**config.mk**
```make
export PLATFORM = sky130hd
export DESIGN_NAME = sr_cmd_gen
export DESIGN_NICKNAME = d
export VERILOG_FILES = /design/src/rtl/sr_pkg.sv /design/src/rtl/sr_debounce.sv /design/src/rtl/sr_cmd_gen.sv
export SDC_FILE = /design/constraint.sdc
export NUM_CORES = 1
export LEC_CHECK = 0
export BUFFER_PORTS_ARGS = -buffer_cell sky130_fd_sc_hd__buf_2
export CORE_UTILIZATION = 40
export CTS_BUF_LIST = sky130_fd_sc_hd__clkbuf_4 sky130_fd_sc_hd__clkbuf_8
export CTS_CLUSTER_DIAMETER = 40
export DETAILED_ROUTE_END_ITERATION = 16
export GPL_TIMING_DRIVEN = 0
export PLACE_DENSITY = 0.69
export REMOVE_ABC_BUFFERS = 1
export SLEW_MARGIN = 20
export SYNTH_ARGS = -nofsm -noshare
export SYNTH_HDL_FRONTEND = slang
export SYNTH_SLANG_ARGS = --single-unit
```
**constraint.sdc**
```tcl
create_clock -name clk -period 2.5 [get_ports clk]
set_input_delay 0.25 -clock clk [delete_from_list [all_inputs] [get_ports clk]]
set_output_delay 0.25 -clock clk [all_outputs]
set_load 0.02 [all_outputs]
```
**src/rtl/sr_pkg.sv**
```systemverilog
// ---------------------------------------------------------------------------
// sr_pkg
//
// Shared definitions for the S/R flip-flop front end and its benches.
//
//   DEFAULT_DEBOUNCE  default number of consecutive mismatching synchronised
//                     samples before a debounced level flips
//   PRIO_DROP         simultaneous set/reset edges: emit neither command
//   PRIO_SET          simultaneous set/reset edges: set command wins
//   PRIO_RESET        simultaneous set/reset edges: reset command wins
//   cmd_t             one cycle's worth of command outputs (s, r, conflict)
//   arbitrate()       maps the two edge flags plus policy onto a cmd_t
// ---------------------------------------------------------------------------
package sr_pkg;

    localparam int DEFAULT_DEBOUNCE = 4;

    localparam int PRIO_DROP  = 0;
    localparam int PRIO_SET   = 1;
    localparam int PRIO_RESET = 2;

    typedef struct packed {
        logic s;
        logic r;
        logic conflict;
    } cmd_t;

    // The downstream latch must never see s=r=1, so a simultaneous request
    // is always collapsed to at most one command. An out-of-range policy
    // behaves like PRIO_DROP, which is the safe choice.
    function automatic cmd_t arbitrate(input logic set_rise,
                                       input logic reset_rise,
                                       input int   prio);
        cmd_t cmd;
        cmd = '0;
        unique case ({set_rise, reset_rise})
            2'b10: cmd.s = 1'b1;
            2'b01: cmd.r = 1'b1;
            2'b11: begin
                cmd.conflict = 1'b1;
                if (prio == PRIO_SET) begin
                    cmd.s = 1'b1;
                end else if (prio == PRIO_RESET) begin
                    cmd.r = 1'b1;
                end
            end
            default: cmd = '0;
        endcase
        return cmd;
    endfunction

endpackage

```
**src/rtl/sr_debounce.sv**
```systemverilog
// ---------------------------------------------------------------------------
// sr_debounce
//
// One pushbutton channel: two-flop synchroniser, debounce counter, stable
// level and rising-edge flag.
//
// Parameters
//   DEBOUNCE_CYCLES  consecutive synchronised cycles the input must differ
//                    from the stable level before the level flips (1..65535)
//
// Ports
//   clk       in   rising-edge clock
//   reset_n   in   synchronous active-low reset
//   btn_raw   in   raw asynchronous button input
//   level     out  debounced (stable) level
//   rise      out  high for the one cycle after the stable level rises
// ---------------------------------------------------------------------------
module sr_debounce
    import sr_pkg::*;
#(
    parameter int DEBOUNCE_CYCLES = DEFAULT_DEBOUNCE
) (
    input  logic clk,
    input  logic reset_n,
    input  logic btn_raw,
    output logic level,
    output logic rise
);

    localparam int CNT_W = $clog2(DEBOUNCE_CYCLES + 1);
    localparam logic [CNT_W-1:0] CNT_LAST = CNT_W'(DEBOUNCE_CYCLES - 1);
    localparam logic [CNT_W-1:0] CNT_ONE  = CNT_W'(1);

    logic             sync1_q, sync1_d;
    logic             sync2_q, sync2_d;
    logic [CNT_W-1:0] cnt_q, cnt_d;
    logic             stable_q, stable_d;
    logic             stable_prev_q, stable_prev_d;

    // The counter tracks how many consecutive cycles the synchronised input
    // has disagreed with the stable level. Any agreement restarts the count,
    // so a bounce shorter than DEBOUNCE_CYCLES never moves the level. The
    // flip happens on the edge where the count would reach DEBOUNCE_CYCLES;
    // the counter clears there instead, so it never needs to hold that value
    // and can never wrap.
    always_comb begin
        sync1_d       = btn_raw;
        sync2_d       = sync1_q;
        stable_prev_d = stable_q;
        stable_d      = stable_q;
        cnt_d         = '0;

        if (sync2_q != stable_q) begin
            if (cnt_q == CNT_LAST) begin
                stable_d = ~stable_q;
            end else begin
                cnt_d = cnt_q + CNT_ONE;
            end
        end
    end

    // All channel state, synchroniser included, clears on reset so that a
    // button held across reset release is seen as a fresh press.
    always_ff @(posedge clk) begin
        if (!reset_n) begin
            sync1_q       <= 1'b0;
            sync2_q       <= 1'b0;
            cnt_q         <= '0;
            stable_q      <= 1'b0;
            stable_prev_q <= 1'b0;
        end else begin
            sync1_q       <= sync1_d;
            sync2_q       <= sync2_d;
            cnt_q         <= cnt_d;
            stable_q      <= stable_d;
            stable_prev_q <= stable_prev_d;
        end
    end

    assign level = stable_q;
    assign rise  = stable_q & ~stable_prev_q;

endmodule

```
**src/rtl/sr_cmd_gen.sv**
```systemverilog
// ---------------------------------------------------------------------------
// sr_cmd_gen
//
// Turns two raw pushbuttons into single-cycle set/reset commands for the S/R
// flip-flop stage. Each button is synchronised, debounced and rising-edge
// detected; simultaneous edges are arbitrated so s and r are never both high.
//
// Parameters
//   DEBOUNCE_CYCLES  debounce length per channel (1..65535)
//   PRIORITY         simultaneous-edge policy: PRIO_DROP / PRIO_SET /
//                    PRIO_RESET (0 / 1 / 2)
//
// Ports
//   clk        in   rising-edge clock
//   reset_n    in   synchronous active-low reset
//   btn_set    in   raw asynchronous set button
//   btn_reset  in   raw asynchronous reset button
//   s          out  one-cycle set command
//   r          out  one-cycle reset command
//   conflict   out  one-cycle flag: both debounced edges in the same cycle
//   set_lvl    out  debounced level of btn_set
//   reset_lvl  out  debounced level of btn_reset
// ---------------------------------------------------------------------------
module sr_cmd_gen
    import sr_pkg::*;
#(
    parameter int DEBOUNCE_CYCLES = DEFAULT_DEBOUNCE,
    parameter int PRIORITY        = PRIO_DROP
) (
    input  logic clk,
    input  logic reset_n,
    input  logic btn_set,
    input  logic btn_reset,
    output logic s,
    output logic r,
    output logic conflict,
    output logic set_lvl,
    output logic reset_lvl
);

    logic set_rise;
    logic reset_rise;

    cmd_t cmd_q, cmd_d;

    sr_debounce #(
        .DEBOUNCE_CYCLES(DEBOUNCE_CYCLES)
    ) u_set_db (
        .clk     (clk),
        .reset_n (reset_n),
        .btn_raw (btn_set),
        .level   (set_lvl),
        .rise    (set_rise)
    );

    sr_debounce #(
        .DEBOUNCE_CYCLES(DEBOUNCE_CYCLES)
    ) u_reset_db (
        .clk     (clk),
        .reset_n (reset_n),
        .btn_raw (btn_reset),
        .level   (reset_lvl),
        .rise    (reset_rise)
    );

    // Edge flags are already one cycle wide, so registering the arbitrated
    // result gives one-cycle commands. Edges in different cycles pass
    // straight through independently; only exact coincidence is arbitrated.
    always_comb begin
        cmd_d = '0;
        cmd_d = arbitrate(set_rise, reset_rise, PRIORITY);
    end

    always_ff @(posedge clk) begin
        if (!reset_n) begin
            cmd_q <= '0;
        end else begin
            cmd_q <= cmd_d;
        end
    end

    assign s        = cmd_q.s;
    assign r        = cmd_q.r;
    assign conflict = cmd_q.conflict;

endmodule

```
==> impl_metrics.env <==
export IMPL_seq_area_frac_synth_pct=57.6
export IMPL_cts_tree="done"
export IMPL_instance_area_after_placement_um2=644
export IMPL_ratio_of_total_power_to_cell_area_nw_per_um2=647
export IMPL_timing_worst_setup_path_type="reg2reg"
export IMPL_drt_first_pass_iters=2
export IMPL_finalWirelength_um=694
export IMPL_cts_path_max_buffers=2
export IMPL_critical_path_startpoint_type="flop"
export IMPL_fin_worst_skew_ns=0.00335
export IMPL_hold_buffer_count_at_cts=0
export IMPL_wire_length_of_the_first_global_routing_pass_um=931
export IMPL_initial_core_util_pct=44.3
export IMPL_cts_setup_buffers=0
export IMPL_design_area_um2=674
export IMPL_die_h_um=40.4
export IMPL_finalNetCount=68
export IMPL_worst_ep_arrival_time_ns=1.34
export IMPL_report_final_setup_viol=0
export IMPL_clock_root_buffer="sky130_fd_sc_hd__clkbuf_4"
export IMPL_portBuffers=8
export IMPL_maxCapViolations=0
export IMPL_die_width_um=40.4
export IMPL_setup_tns_ns=0
export IMPL_detailroute_via_count=345
export IMPL_tritoncts_sink_count=17
export IMPL_syn_instance_count=48
export IMPL_drt_first_iter_violations=2
export IMPL_place_gp_congestion=0.646
export IMPL_wire_per_inst_um=9.38
export IMPL_cts_repair_resized=0
export IMPL_critPathCaptureType="flop"
export IMPL_avgSynthCellArea_um2=12.3
export IMPL_achievable_frequency_ghz=0.872
export IMPL_globalRouteTotalUtil_pct=9.87
export IMPL_detail_route_antenna_nets=0
export IMPL_vias_per_cell=4.66
export IMPL_grt_max_degree=17
export IMPL_antenna_diode_count=0
export IMPL_layout_area_overhead_vs_synth_pct=14.2
export IMPL_run_status="complete, no violations"
export IMPL_timing_final_max_slew_violations=0
export IMPL_ctsHtreeMaxLevel=1
export IMPL_fp_row_count=13
export IMPL_synth_lib_cells_used_distinct=16
export IMPL_place_hpwl_um=487
export IMPL_synth_seq_cells=17
export IMPL_ys_warn_count=0
export IMPL_grt_pass1_vias=216
export IMPL_total_leakage_power_nw=0.284
export IMPL_stdcell_count=74
export IMPL_fp_dieArea_um2=1630
export IMPL_core_area_um2=1330
export IMPL_grt_antenna_before_repair=0
export IMPL_placed_cells=70
export IMPL_final_hold_violation_count=0
export IMPL_clk_pin_slew_worst_paths_ns=0.09
export IMPL_final_period_minus_worst_setup_slack_ns=1.15
export IMPL_post_route_cells_drive_above_1_share_pct=25.4
export IMPL_grt_ovfl_total=0
export IMPL_tightestPinTransition_ns=0.234
export IMPL_hold_path_class="in2reg"
export IMPL_pin_count=9
export IMPL_synth_area_um2=591
export IMPL_worst_skew_pair_late_latency_ns=0.28
export IMPL_drcViolationCount=0
export IMPL_critical_path_required_ns=2.69
export IMPL_worst_path_fanout_max=4
export IMPL_numCtsBuffers=3
export IMPL_unrepaired_setup_endpoints_after_global_routing="false"
export IMPL_slew_headroom_pct=84.2
export IMPL_period_share_pct=45.8
export IMPL_n_fill_cell=128
export IMPL_ir_worst_vdd_v=0.000301
[power by group]
part / total, W / internal [W] / switching (W)
registers: 0.000276 / 0.000275 / 0.00000154
clock network: 0.000150 / 0.0000728 / 0.0000769
logic: 0.0000107 / 0.00000600 / 0.00000474
[per-layer routing]
metal / track usage, % / up-vias / routed length [µm]
met3: 10.0 / 2 / 40
li1: - / 184 / -
met2: 9.52 / 10 / 269
met1: 12.9 / 149 / 379
met5: 0 / - / 0
met4: 5.00 / 0 / 5
[cells by family after synthesis]
kind of cell / synth area share [%]
buffers and inverters: 2.12
muxes: 3.39
and+or+nand+nor: 25.4
xor gates and xnor gates: 2.97
adders and majority gates: 8.47
DFF: 57.6
[per-stage QoR]
stage                     setup WS [ns]  utilization (%)  hold WS [ns]  power (W)
after global placement             1.39             48.3         0.407   0.000293
after floorplan                    1.42                -         0.372   0.000288
after global routing               1.29             50.6         0.151   0.000458
after detailed placement           1.37             48.3         0.410   0.000293
after CTS                          1.34             50.6         0.156   0.000445
final                              1.35             50.6         0.168   0.000436
[worst max-delay path, cell delays in order (launching register included)]
cell and delay [ns]:
sky130_fd_sc_hd__dfxtp_1 0.32, sky130_fd_sc_hd__ha_1 0.19, sky130_fd_sc_hd__ha_1 0.24, sky130_fd_sc_hd__nor4b_1 0.30
[worst paths after layout]
check / startpoint / to / slack, ns / depth (start not counted)
worst max-delay path: u_reset_db.cnt_q[0] / u_reset_db.cnt_q[0] / 1.35 / 3
worst min-delay path: btn_reset / u_reset_db.sync1_q / 0.17 / 2
worst max register to register: u_reset_db.cnt_q[0] / u_reset_db.cnt_q[0] / 1.35 / 3
worst min register to register: u_set_db.stable_prev_q / conflict / 0.42 / 1
[Yosys cell counts, drive strengths merged]
| cell type | n | area [µm²] |
|---|---|---|
| nor4b | 4 | 35.0 |
| nand3b | 1 | 7.51 |
| nor2 | 1 | 3.75 |
| and3 | 1 | 6.26 |
| or2b | 1 | 7.51 |
| nor3b | 1 | 7.51 |
| xnor2 | 2 | 17.5 |
| ha | 4 | 50.1 |
| inv | 2 | 7.51 |
| and4bb | 2 | 25.0 |
| and2 | 6 | 38.8 |
| clkbuf | 1 | 5.00 |
| dfxtp | 17 | 340 |
| mux2i | 2 | 20.0 |
| nor2b | 3 | 18.8 |
[registers in the layout (all words and copies together) (netlist names)]
signal	cells
u_reset_db.level	1
u_reset_db.stable_prev_q	1
s	1
u_reset_db.sync1_q	1
conflict	1
u_set_db.sync2_q	1
u_set_db.sync1_q	1
u_set_db.stable_prev_q	1
u_set_db.level	1
r	1
u_set_db.cnt_q	3
u_reset_db.sync2_q	1
u_reset_db.cnt_q	3
[area by class of cell]
type / count / area, µm² / area share [%]
flip-flops and latches: 17 / 340 / 50.5
inverters: 2 / 7.51 / 1.11
clock buffers: 4 / 30.0 / 4.45
well taps: 15 / 18.8 / 2.78
repair buffers: 8 / 40.0 / 5.94
multi-input cells: 28 / 238 / 35.3
[layout by cell type, fill, tap and decap left out]
master	Yosys	layout
sky130_fd_sc_hd__nand3b_1	1	1
sky130_fd_sc_hd__buf_2	0	8
sky130_fd_sc_hd__nor2b_1	3	3
sky130_fd_sc_hd__and2_2	1	1
sky130_fd_sc_hd__and3_1	1	1
sky130_fd_sc_hd__or2b_1	1	1
sky130_fd_sc_hd__nor2_1	1	1
sky130_fd_sc_hd__dfxtp_1	17	17
sky130_fd_sc_hd__nor3b_1	1	1
sky130_fd_sc_hd__xnor2_1	2	2
sky130_fd_sc_hd__ha_1	4	4
sky130_fd_sc_hd__inv_1	2	2
sky130_fd_sc_hd__and4bb_2	2	2
sky130_fd_sc_hd__clkbuf_4	0	4
sky130_fd_sc_hd__and2_1	5	5
sky130_fd_sc_hd__mux2i_1	2	2
sky130_fd_sc_hd__nor4b_1	4	4
Note: power is estimated with default switching activity, not from simulation.
